`config.mk`:
```
export PLATFORM = sky130hd
export DESIGN_NAME = dac_sweep_ctrl
export DESIGN_NICKNAME = d
export VERILOG_FILES = /design/src/rtl/dac_sweep_ctrl.sv
export SDC_FILE = /design/constraint.sdc
export NUM_CORES = 1
export LEC_CHECK = 0
export CAP_MARGIN = 25
export CORE_ASPECT_RATIO = 0.8
export CORE_MARGIN = 4
export CORE_UTILIZATION = 56
export DETAILED_ROUTE_END_ITERATION = 8
export GPL_ROUTABILITY_DRIVEN = 0
export PLACE_DENSITY = 0.88
export SLEW_MARGIN = 20
export SYNTH_ARGS = -nofsm -noshare
export SYNTH_HDL_FRONTEND = slang
export SYNTH_SLANG_ARGS = --single-unit
```
`constraint.sdc`:
```
create_clock -name clk_i -period 8.37 [get_ports clk_i]
set_input_delay 2.0925 -clock clk_i [delete_from_list [all_inputs] [get_ports clk_i]]
set_output_delay 2.0925 -clock clk_i [all_outputs]
set_load 0.02 [all_outputs]
```
`src/rtl/dac_sweep_ctrl.sv`:
```
// DAC code sweep sequencer: one AD5300-format SPI frame per point, settle wait,
// then a valid/ack handshake with the measurement logic before stepping on.
module dac_sweep_ctrl #(
  parameter int CODE_WIDTH    = 8,
  parameter int FRAME_WIDTH   = 16,
  parameter int SETTLE_CYCLES = 64
) (
  input  logic                   clk_i,
  input  logic                   rst_ni,
  input  logic                   start_i,
  input  logic                   abort_i,
  input  logic [CODE_WIDTH-1:0]  start_code_i,
  input  logic [CODE_WIDTH-1:0]  stop_code_i,
  input  logic [CODE_WIDTH-1:0]  step_i,
  output logic [FRAME_WIDTH-1:0] spi_data_o,
  output logic                   spi_wre_o,
  input  logic                   spi_rdy_i,
  output logic                   pt_valid_o,
  output logic [CODE_WIDTH-1:0]  pt_code_o,
  input  logic                   meas_ack_i,
  output logic                   busy_o,
  output logic                   done_o,
  output logic                   aborted_o,
  output logic [CODE_WIDTH:0]    pt_cnt_o
);
  localparam int SW = (SETTLE_CYCLES > 1) ? $clog2(SETTLE_CYCLES) : 1;
  localparam logic [SW-1:0] SETTLE_LD = SW'((SETTLE_CYCLES > 0) ? SETTLE_CYCLES - 1 : 0);

  typedef enum logic [2:0] {S_IDLE, S_WRITE, S_XFER, S_SETTLE, S_MEAS, S_NEXT} state_t;

  state_t                state, state_n;
  logic [CODE_WIDTH-1:0] code, stop_r, step_r, nxt_code;
  logic [CODE_WIDTH:0]   pt_cnt, nxt_wide;
  logic [SW-1:0]         settle_cnt;
  logic                  dir_dn, busy_seen, abort_flag, abort_eff;

  assign abort_eff  = abort_flag | abort_i;
  assign pt_code_o  = code;
  assign pt_cnt_o   = pt_cnt;

  always_comb begin
    spi_data_o = '0;
    spi_data_o[CODE_WIDTH+3:4] = code;
  end

  // Step in one extra bit so overflow/borrow is visible, then clamp to stop.
  always_comb begin
    if (dir_dn) nxt_wide = {1'b0, code} - {1'b0, step_r};
    else        nxt_wide = {1'b0, code} + {1'b0, step_r};
    nxt_code = nxt_wide[CODE_WIDTH-1:0];
    if (nxt_wide[CODE_WIDTH])
      nxt_code = stop_r;
    else if (dir_dn ? (nxt_wide[CODE_WIDTH-1:0] < stop_r) : (nxt_wide[CODE_WIDTH-1:0] > stop_r))
      nxt_code = stop_r;
  end

  always_comb begin
    state_n    = state;
    spi_wre_o  = 1'b0;
    pt_valid_o = 1'b0;
    done_o     = 1'b0;
    aborted_o  = 1'b0;
    busy_o     = (state != S_IDLE);
    case (state)
      S_IDLE:  if (start_i) state_n = S_WRITE;
      S_WRITE: begin
        if (abort_eff) begin
          aborted_o = 1'b1;
          state_n   = S_IDLE;
        end else if (spi_rdy_i) begin
          spi_wre_o = 1'b1;
          state_n   = S_XFER;
        end
      end
      // Abort is only acted on once the frame has fully left the master.
      S_XFER: begin
        if (busy_seen && spi_rdy_i) begin
          if (abort_eff) begin
            aborted_o = 1'b1;
            state_n   = S_IDLE;
          end else if (SETTLE_CYCLES == 0) state_n = S_MEAS;
          else state_n = S_SETTLE;
        end
      end
      S_SETTLE: begin
        if (abort_eff) begin
          aborted_o = 1'b1;
          state_n   = S_IDLE;
        end else if (settle_cnt == '0) state_n = S_MEAS;
      end
      S_MEAS: begin
        pt_valid_o = 1'b1;
        if (meas_ack_i) state_n = S_NEXT;
        else if (abort_eff) begin
          aborted_o = 1'b1;
          state_n   = S_IDLE;
        end
      end
      S_NEXT: begin
        if (abort_eff) begin
          aborted_o = 1'b1;
          state_n   = S_IDLE;
        end else if (code == stop_r) begin
          done_o  = 1'b1;
          state_n = S_IDLE;
        end else state_n = S_WRITE;
      end
      default: state_n = S_IDLE;
    endcase
  end

  always_ff @(posedge clk_i) begin
    if (!rst_ni) begin
      state      <= S_IDLE;
      code       <= '0;
      stop_r     <= '0;
      step_r     <= '0;
      dir_dn     <= 1'b0;
      pt_cnt     <= '0;
      settle_cnt <= '0;
      busy_seen  <= 1'b0;
      abort_flag <= 1'b0;
    end else begin
      state <= state_n;
      if (state == S_IDLE) abort_flag <= 1'b0;
      else if (abort_i)    abort_flag <= 1'b1;
      if (state == S_IDLE && start_i) begin
        code   <= start_code_i;
        stop_r <= stop_code_i;
        step_r <= (step_i == '0) ? CODE_WIDTH'(1) : step_i;
        dir_dn <= (start_code_i > stop_code_i);
        pt_cnt <= '0;
      end
      if (spi_wre_o) busy_seen <= 1'b0;
      else if (state == S_XFER && !spi_rdy_i) busy_seen <= 1'b1;
      if (state == S_XFER && state_n == S_SETTLE) settle_cnt <= SETTLE_LD;
      else if (state == S_SETTLE) settle_cnt <= settle_cnt - SW'(1);
      if (state == S_MEAS && meas_ack_i) pt_cnt <= pt_cnt + (CODE_WIDTH+1)'(1);
      if (state == S_NEXT && state_n == S_WRITE) code <= nxt_code;
    end
  end
endmodule

```
# After elaboration in Yosys (flattened, before gate mapping)
# Cells that the tools add are included.
[op_classes] n_addsub=4 n_lt_le_gt_ge=3 eq_ne=8 n_mux=34 n_bitwise=2 reduce_logical=17
[op_table] op="$mux W8" count=5
[op_table] op="$mux W9" count=3
[op_table] op="$mux W3" count=8
[op_table] op="$pmux W3 S6" count=1
[op_table] op="$gt A8 B8 Y1" count=2
[op_table] op="$mux W1" count=13
[op_table] op="$mux W6" count=2
[op_table] op="$add A8 B8 Y9" count=1
[op_table] op="$add A9 B1 Y9 const B" count=1
[op_table] op="$eq A3 B2 Y1 const B" count=3
[op_table] op="$sub A8 B8 Y9" count=1
[op_table] op="$eq A8 B8 Y1" count=1
[op_table] op="$logic_not A8 Y1" count=1
[op_table] op="$lt A8 B8 Y1" count=1
[op_table] op="$eq A3 B1 Y1 const B" count=2
[op_table] op="$eq A3 B3 Y1 const B" count=2
[op_table] op="$logic_and A1 B1 Y1" count=6
[op_table] op="$logic_not A6 Y1" count=1
[op_table] op="$reduce_bool A2 Y1" count=3
[op_table] op="$sub A6 B1 Y6 const B" count=1
[op_table] op="$reduce_or A2 Y1" count=2
[op_table] op="$logic_not A3 Y1" count=1
[op_table] op="$pmux W1 S3" count=1
[op_table] op="$reduce_bool A3 Y1" count=1
[op_table] op="other kinds (5)" count=5
[word_totals] reg_bits=45 input_bits=30 out_inout_bits=38 elab_cells=77

# Logic depth before layout (Yosys ltp)
# Gate-level depths: netlist of the first run.
[logic_depth] depth_word=7 ltp_mapped=20 ltp_nobuf=18

# Worst setup path before layout of the first run
# OpenSTA, ideal clock, no wires.
[synth_timing] kind="input port to output port" startpoint="input abort_i" endpoint="output spi_wre_o" t_arrival_ns=2.966 required_time_ns=6.278 slack_ns=3.312 stages=3 n_path_buf=0 path_cell_list="nor2_1 -> nand2_1 -> nor3_1"
[synth_between] elab_chain_cells=3
[synth_lines] item="from (decl)" line_no="11" source="input logic abort_i,"
[synth_lines] item="$or A1 B1 Y1" line_no="37" source="assign abort_eff = abort_flag | abort_i;"
[synth_lines] item="$mux W1" line_no="67" source="if (abort_eff) begin"
[synth_lines] item="$mux W1" line_no="64" source="case (state)"
[synth_lines] item="to (decl)" line_no="16" source="output logic spi_wre_o,"
# Every way passes these cells.

# Worst setup path after layout of the first run
[layout_timing] startpoint="input abort_i" endpoint="output done_o"
[layout_between] elab_chain_cells=3
[layout_lines] item="$or A1 B1 Y1" line_no="37"
[layout_lines] item="$mux W1" line_no="100" source="if (abort_eff) begin"
[layout_lines] item="$mux W1" line_no="64"
[layout_lines] item="to (decl)" line_no="22" source="output logic done_o,"
# Every way passes these cells.

==> summary.txt, run 1 <==
Layout
  • # diodes: 0
  • Fillers: 438
  • Layout Area Growth over Synthesis: 18.1%
  • Fin util: 0.694
  • Share of layout cells above drive strength 1: 0.0497
  • Layout net count: 522

Drt
  • Router iterations before antenna repair: 5
  • Routed wire length: 8.28 mm
  • Vias per cell: 5.79
  • Via Count: 3,135
  • WL per Instance: 15.3 um
  • DRT antenna net count: 0
  • DRC: 0
  • DR iter-0 viols: 285

Logic synthesis
  • Yosys reg bits: 45
  • Post-synth ARST share: 0
  • Synth area leader: dfxtp_1
  • Ranking of synthesized cells by area: dfxtp_1 (28%), ha_1 (11%), nand2_1 (6.9%), a21oi_1 (6.7%), buf_4 (4.1%)
  • Post-synth top flop: dfxtp_1
  • Post-synth EDFFs: 0
  • Seq/Total Area, Yosys: 0.276
  • Cells after synthesis: 422
  • Synthesis warning total: 0
  • Yosys top cell area share: 0.276
  • Mapped Area: 3260 sq um
  • Synthesized area per cell: 7.74 sq um
  • Post-synth cell types: 58

GRT
  • Initial antenna violation count: 0
  • Number of global-route vias before repair: 2,980
  • Tot GR Track Use: 0.227
  • First-pass GRT wire length: 13.4 mm
  • GR Overflow Total: 0
  • Pin count of the biggest net entering global routing: 34

Timing
  • Endpoints failing setup: 0
  • Fmax: 168 MHz
  • Unrepaired setup endpoints after global routing: no
  • Setup Total Neg Slack: 0 ns
  • Min cycle time layout: 5.97 ns
  • Final hold viol count: 0
  • Clock skew: 0.00805 ns
  • Worst setup margin: 2.40 ns
  • Max-slew violation count: 0
  • Slew Limit Headroom: 0.332
  • Final period utilization: 0.713
  • Worst slew pin tran: 1.00 ns

Clocking
  • # hold bufs at CTS: 0
  • Clock tree buffer depth: 2
  • Clock transition at the registers of the reported paths: 0.08 ns
  • PostCTS Resize Cnt: 0
  • Clock net sink count: 45
  • Post-CTS setup repair buffer count: 0
  • Clock Tree Root: clkbuf_8
  • Worst-Skew Late Latency: 0.30 ns
  • H-tree depth: 2
  • CTS buffer count: 5
  • CTS tree: yes

Critical path
  • Worst Setup Start Kind: input port
  • Worst path required time: 6.28 ns
  • Endpoint kind of the worst setup timing path: output port
  • CP Max Fanout: 8
  • Critical path class: in2out
  • Worst R2R Path Depth: 18
  • CP arrival: 3.87 ns

Power
  • Gate power share: 0.400
  • Static Leakage: 1.53 nW
  • Clock power share: 0.245
  • Internal: 0.000426 W
  • Pwr/cell area: 172 nW/um^2
  • Reg power frac: 0.355
  • P_sw: 0.000238 W
  • Power Total: 0.000664 W
  • VDD IR max: 0.0877 mV
  • Switching Share: 0.359

Placement
  • I/O Buffers: 59
  • Final HPWL DP: 6.20 mm
  • Post-Place Setup Slack: 2.41 ns

Floorplan
  • Core ar.: 5560 sq um
  • Die span in x: 93.4 um
  • Initial Utilization: 0.588
  • Die ar.: 7120 sq um
  • Rows: 24
  • Die Ht: 76.3 um
  • I/O pin count: 68

Flow run
  • # Max-Cap Violations: 0

Run status
  • Status: completed

Hold path
  • Hold Path Depth: 2
  • Worst Hold Class: reg2reg
[cells by family after synthesis]
group | synth area share
xor+xnor | 0.0617
other cells | 0.00115
flops | 0.276
buf+inv | 0.106
fa+ha+maj | 0.113
simple gates | 0.226
compound gates | 0.199
mux | 0.0161
[synth_stat cells (3+ instances only)]
master    count
nand3_1      15
nor4_1        4
a31oi_1      14
nand2_1      60
buf_2         3
a21boi_1      3
ha_1         28
o21ai_0      12
o311a_1       3
dfxtp_1      45
nand4b_1      3
nor2b_1       3
mux2i_1       3
inv_1        30
nor3_1       10
nand4_1       3
or3_1         3
clkbuf_8      3
a21oi_1      44
nand2b_1      4
o21a_1        9
clkbuf_1      6
buf_4        18
nor2_1       32
xnor2_1      13
xor2_1       10
[area by class of cell]
class	count	area, sq um	area share
multi-input cells	321	2040	0.530
flip-flops and latches	45	901	0.234
clock inverters	2	35.0	0.00909
well taps	78	97.6	0.0253
repair buffers	60	598	0.155
clock buffers	5	68.8	0.0178
inverters	30	113	0.0292
[metrics by stage]
stage	hold slack, ns	std cells	instance area (sq um)
after floorplan	0.462	429	3290
after global placement	0.478	534	3750
after detailed placement	0.490	534	3750
after CTS	0.506	541	3860
after global routing	0.533	541	3860
final	0.511	541	3860
[layout by cell type (no fill, tap or decap), drive strengths merged, types with 5 or more instances in the layout]
master,instances
clkdlybuf4s50,59
conb,8
nand3,16
o21ai,15
a21oi,44
o21a,9
xor2,10
inv,30
nor3,12
a31oi,14
nor2,32
ha,28
nand2,61
dfxtp,45
xnor2,13
clkbuf,5
[power by group through the flow]
stage	sequential [W]	clock (W)	combinational [W]
floorplan	0.000239	0	0.000207
global placement	0.000240	0	0.000245
detailed placement	0.000241	0	0.000257
CTS	0.000236	0.000162	0.000260
global route	0.000237	0.000169	0.000291
finish	0.000236	0.000163	0.000266
[critical path, stage by stage]
cell and delay [ns]:
clkdlybuf4s50_1 0.40, nor2_1 0.38, nand4b_1 0.25, nor2_1 0.13
clkdlybuf4s50_1 0.61
[flip-flops by register name, summed over array words and instances, names as in the netlist]
name,cells
dir_dn,1
busy_seen,1
settle_cnt,6
abort_flag,1
step_r,8
stop_r,8
pt_cnt_o,9
pt_code_o,8
state,3
[path summary, 6_finish.rpt]
check,from,end,slack [ns]
hold / removal,stop_r[3],stop_r[3],0.51
setup reg to reg,step_r[0],pt_code_o[6],3.81
setup / recovery,abort_i,done_o,2.40
hold reg to reg,stop_r[3],stop_r[3],0.51
[layer usage]
metal,routed length [um],vias to the layer above,global-route usage
met1,3800,1457,0.305
met3,635,15,0.0444
li1,-,1522,-
met4,111,0,0.0630
met2,3730,141,0.368
met5,0,-,0
Power figures use the tool's default switching activity.
==> inputs of run 2 (changes only) <==
Settings changed: CORE_UTILIZATION 56 to 47, PLACE_DENSITY 0.88 to 0.79.
Clock period 8.37 ns to 5.11 ns, I/O delays scaled along.
==> run 2 against run 1 <==
Effect of this change:
- combinational power grew 62%
- critical path depth grew 13
- clock-buffer cell count is the same
- register-to-register slack lost 3.2 ns
- design area grew 0.97%
- hold slack lost 0.00066 ns
- critical path type is now reg2reg
- routed wire length shrank 0.19%
- die area grew 17%
- total power grew 67%
- via count shrank 2.7%
- flip-flop and latch count is the same
- clock power grew 79%
==> summary.txt, run 2 (synthesis gave the netlist of run 1 again) <==
GRT
  • Tot GR Track Use: 0.200 (-0.0265)
  • GR Overflow Total: 0 (unchanged)
  • Pin count of the biggest net entering global routing: 29 (-15%)
  • First-pass GRT wire length: 13.4 mm (-0.10%)
  • Number of global-route vias before repair: 2,788 (-6.4%)
  • Initial antenna violation count: 0 (unchanged)

Layout
  • Register area: 901 sq um (unchanged)
  • # diodes: 0 (unchanged)
  • Layout net count: 523 (+0.19%)
  • Most frequent cells in the layout: nand2_1 (60), clkdlybuf4s50_1 (59), dfxtp_1 (45)
  • Fillers: 616 (+41%)
  • Commonest non-fill, non-tap cell in the layout: nand2_1
  • Layout Area Growth over Synthesis: 19.3%
  • Max FFs per register: 9 (unchanged)
  • Share of layout cells above drive strength 1: 0.0538 (+0.00409)
  • Area of the multi-input gates: 2040 sq um (unchanged)

Power
  • Static Leakage: 1.55 nW (+0.89%)
  • Pwr/cell area: 285 nW/um^2 (+65%)
  • Power Total: 0.00111 W (+67%)
  • Internal: 0.000705 W (+66%)
  • P_sw: 0.000403 W (+69%)
  • Switching Share: 0.364 (+0.00509)
  • Clock power share: 0.264 (+0.019)
  • VDD IR max: 0.162 mV (+85%)
  • Reg power frac: 0.349 (-0.006)
  • Gate power share: 0.388 (-0.012)

Floorplan
  • I/O pin count: 68 (unchanged)
  • Core ar.: 6570 sq um (+18%)
  • Initial Utilization: 0.497 (-0.0908)
  • Die span in x: 101 um (+8.4%)
  • Die Ht: 82.5 um (+8.2%)
  • Rows: 26 (+8.3%)
  • Die ar.: 8350 sq um (+17%)

Clocking
  • CTS buffer count: 5 (unchanged)
  • Post-CTS setup repair buffer count: 0 (unchanged)
  • Worst-Skew Late Latency: 0.32 ns (+0.02 ns)
  • Clock Tree Root: clkbuf_8
  • # hold bufs at CTS: 0 (unchanged)
  • H-tree depth: 2 (unchanged)
  • Clock net sink count: 45 (unchanged)
  • PostCTS Resize Cnt: 0 (unchanged)
  • Clock tree buffer depth: 2 (unchanged)
  • Clock transition at the registers of the reported paths: 0.10 ns (+0.02 ns)
  • CTS tree: yes

Timing
  • Slew Limit Headroom: 0.391 (+0.0597)
  • Fmax: 222 MHz
  • Endpoints failing setup: 0 (unchanged)
  • Final period utilization: 0.882
  • Clock skew: 0.00973 ns (+0.00168 ns)
  • Max-slew violation count: 0 (unchanged)
  • Setup Total Neg Slack: 0 ns (unchanged)
  • Worst slew pin tran: 0.911 ns (-0.0918 ns)
  • Final hold viol count: 0 (unchanged)
  • Unrepaired setup endpoints after global routing: no
  • Min cycle time layout: 4.51 ns

Critical path
  • Critical Path Sink: pt_code_o[6]
  • CP Depth: 18 (+13)
  • CP arrival: 4.69 ns (+0.82 ns)
  • Worst r2r src: step_r[0]
  • Worst path required time: 5.29 ns (-0.99 ns)
  • Worst R2R End: pt_code_o[6]
  • Worst R2R Path Depth: 18 (unchanged)
  • Endpoint kind of the worst setup timing path: register
  • CP top delay family: simple AND/OR/NAND/NOR gates
  • Worst Setup Start Kind: register
  • Slowest-stage cell, CP: and3_1
  • Worst Path Buf+Inv: 2 (unchanged)
  • Worst Setup SP: step_r[0]
  • Crit-path cells: inv_1 > ha_1 > mux2_2 > inv_1 > ha_1 > nor2b_1 > o31a_1 > or4_1 > a31oi_1 > xnor2_1 > ha_1 > nand4_1 > or3_1 > o31ai_1 > a21o_1 > and3_1 > mux2i_1 > a21boi_1
  • CP peak stage delay: 0.48 ns (-0.13 ns)
  • Critical path class: reg2reg
  • Worst reg2reg setup slack: 0.60 ns (-3.21 ns)
  • CP most frequent cell: ha_1
  • CP Max Fanout: 12 (+4)

Drt
  • DR iter-0 viols: 219 (-23%)
  • WL per Instance: 15.0 um (-1.6%)
  • DRT antenna net count: 0 (unchanged)
  • Router iterations before antenna repair: 5 (unchanged)
  • Vias per cell: 5.55 (-4.2%)
  • DRC: 0 (unchanged)
  • Via Count: 3,049 (-2.7%)
  • Routed wire length: 8.26 mm (-0.19%)

Placement
  • Final HPWL DP: 6.27 mm (+1.0%)
  • I/O Buffers: 59 (unchanged)

Hold path
  • Worst Hold Class: reg2reg
  • Hold Path Depth: 2 (unchanged)

Flow run
  • # Max-Cap Violations: 0 (unchanged)

Run status
  • Status: completed
run 2: cell types whose count changed in the layout (fill, tap and decap cells not counted):
cell,delta
clkinv_2,-1
inv_8,+1
clkinv_4,+1
buf_8,+1
run 2: per-layer routing:
metal  part of all wire  track usage  wire, um  up-vias
met4             0.0079       0.0398        65        0
met2               0.45        0.317      3700       98
met5                  0            0         0        -
met3              0.086       0.0403       714        7
met1               0.46        0.283      3770     1423
li1                   -            -         -     1521
run 2: metrics by stage:
stage | cells | setup WS (ns) | cell area [sq um] | utilization | hold WS [ns]
2_1_floorplan | 429 | 1.19 | 3290 | - | 0.462
3_3_place_gp | 540 | 0.743 | 3760 | 0.572 | 0.485
3_5_place_dp | 540 | 0.708 | 3760 | 0.572 | 0.490
4_1_cts | 548 | 0.693 | 3880 | 0.590 | 0.505
5_1_grt | 549 | 0.338 | 3890 | 0.593 | 0.537
6_report | 549 | 0.602 | 3890 | 0.593 | 0.510
run 2: layout make-up:
class | count | share of cell area
multi-input combinational | 321 | 0.525
sequential | 45 | 0.231
timing repair buffer | 61 | 0.157
inverter | 30 | 0.0289
tap | 84 | 0.0270
clock buffer | 5 | 0.0177
clock inverter | 3 | 0.0129
run 2: worst min-delay path: cells and delay by family (launching register included):
kind	cells	cell delay, ns
flip-flops	1	0.35
AND/OR/NAND/NOR	1	0.06
AO/OA/AOI/OAI	1	0.06
run 2: worst min path at each step:
stage,endpoint,from,slack [ns]
2_1_floorplan,step_r[7],step_r[7],0.46
3_3_place_gp,step_r[6],step_r[6],0.48
3_5_place_dp,step_r[4],step_r[4],0.49
4_1_cts,step_r[4],step_r[4],0.50
5_1_grt,step_r[5],step_r[5],0.54
6_report,step_r[4],step_r[4],0.51
run 2: power groups by stage:
stage | Clock [W] | Combinational [W] | Sequential [W]
4_1_cts | 0.000296 | 0.000422 | 0.000386
5_1_grt | 0.000310 | 0.000479 | 0.000389
3_3_place_gp | 0 | 0.000408 | 0.000393
2_1_floorplan | 0 | 0.000339 | 0.000391
3_5_place_dp | 0 | 0.000419 | 0.000394
6_report | 0.000292 | 0.000430 | 0.000386
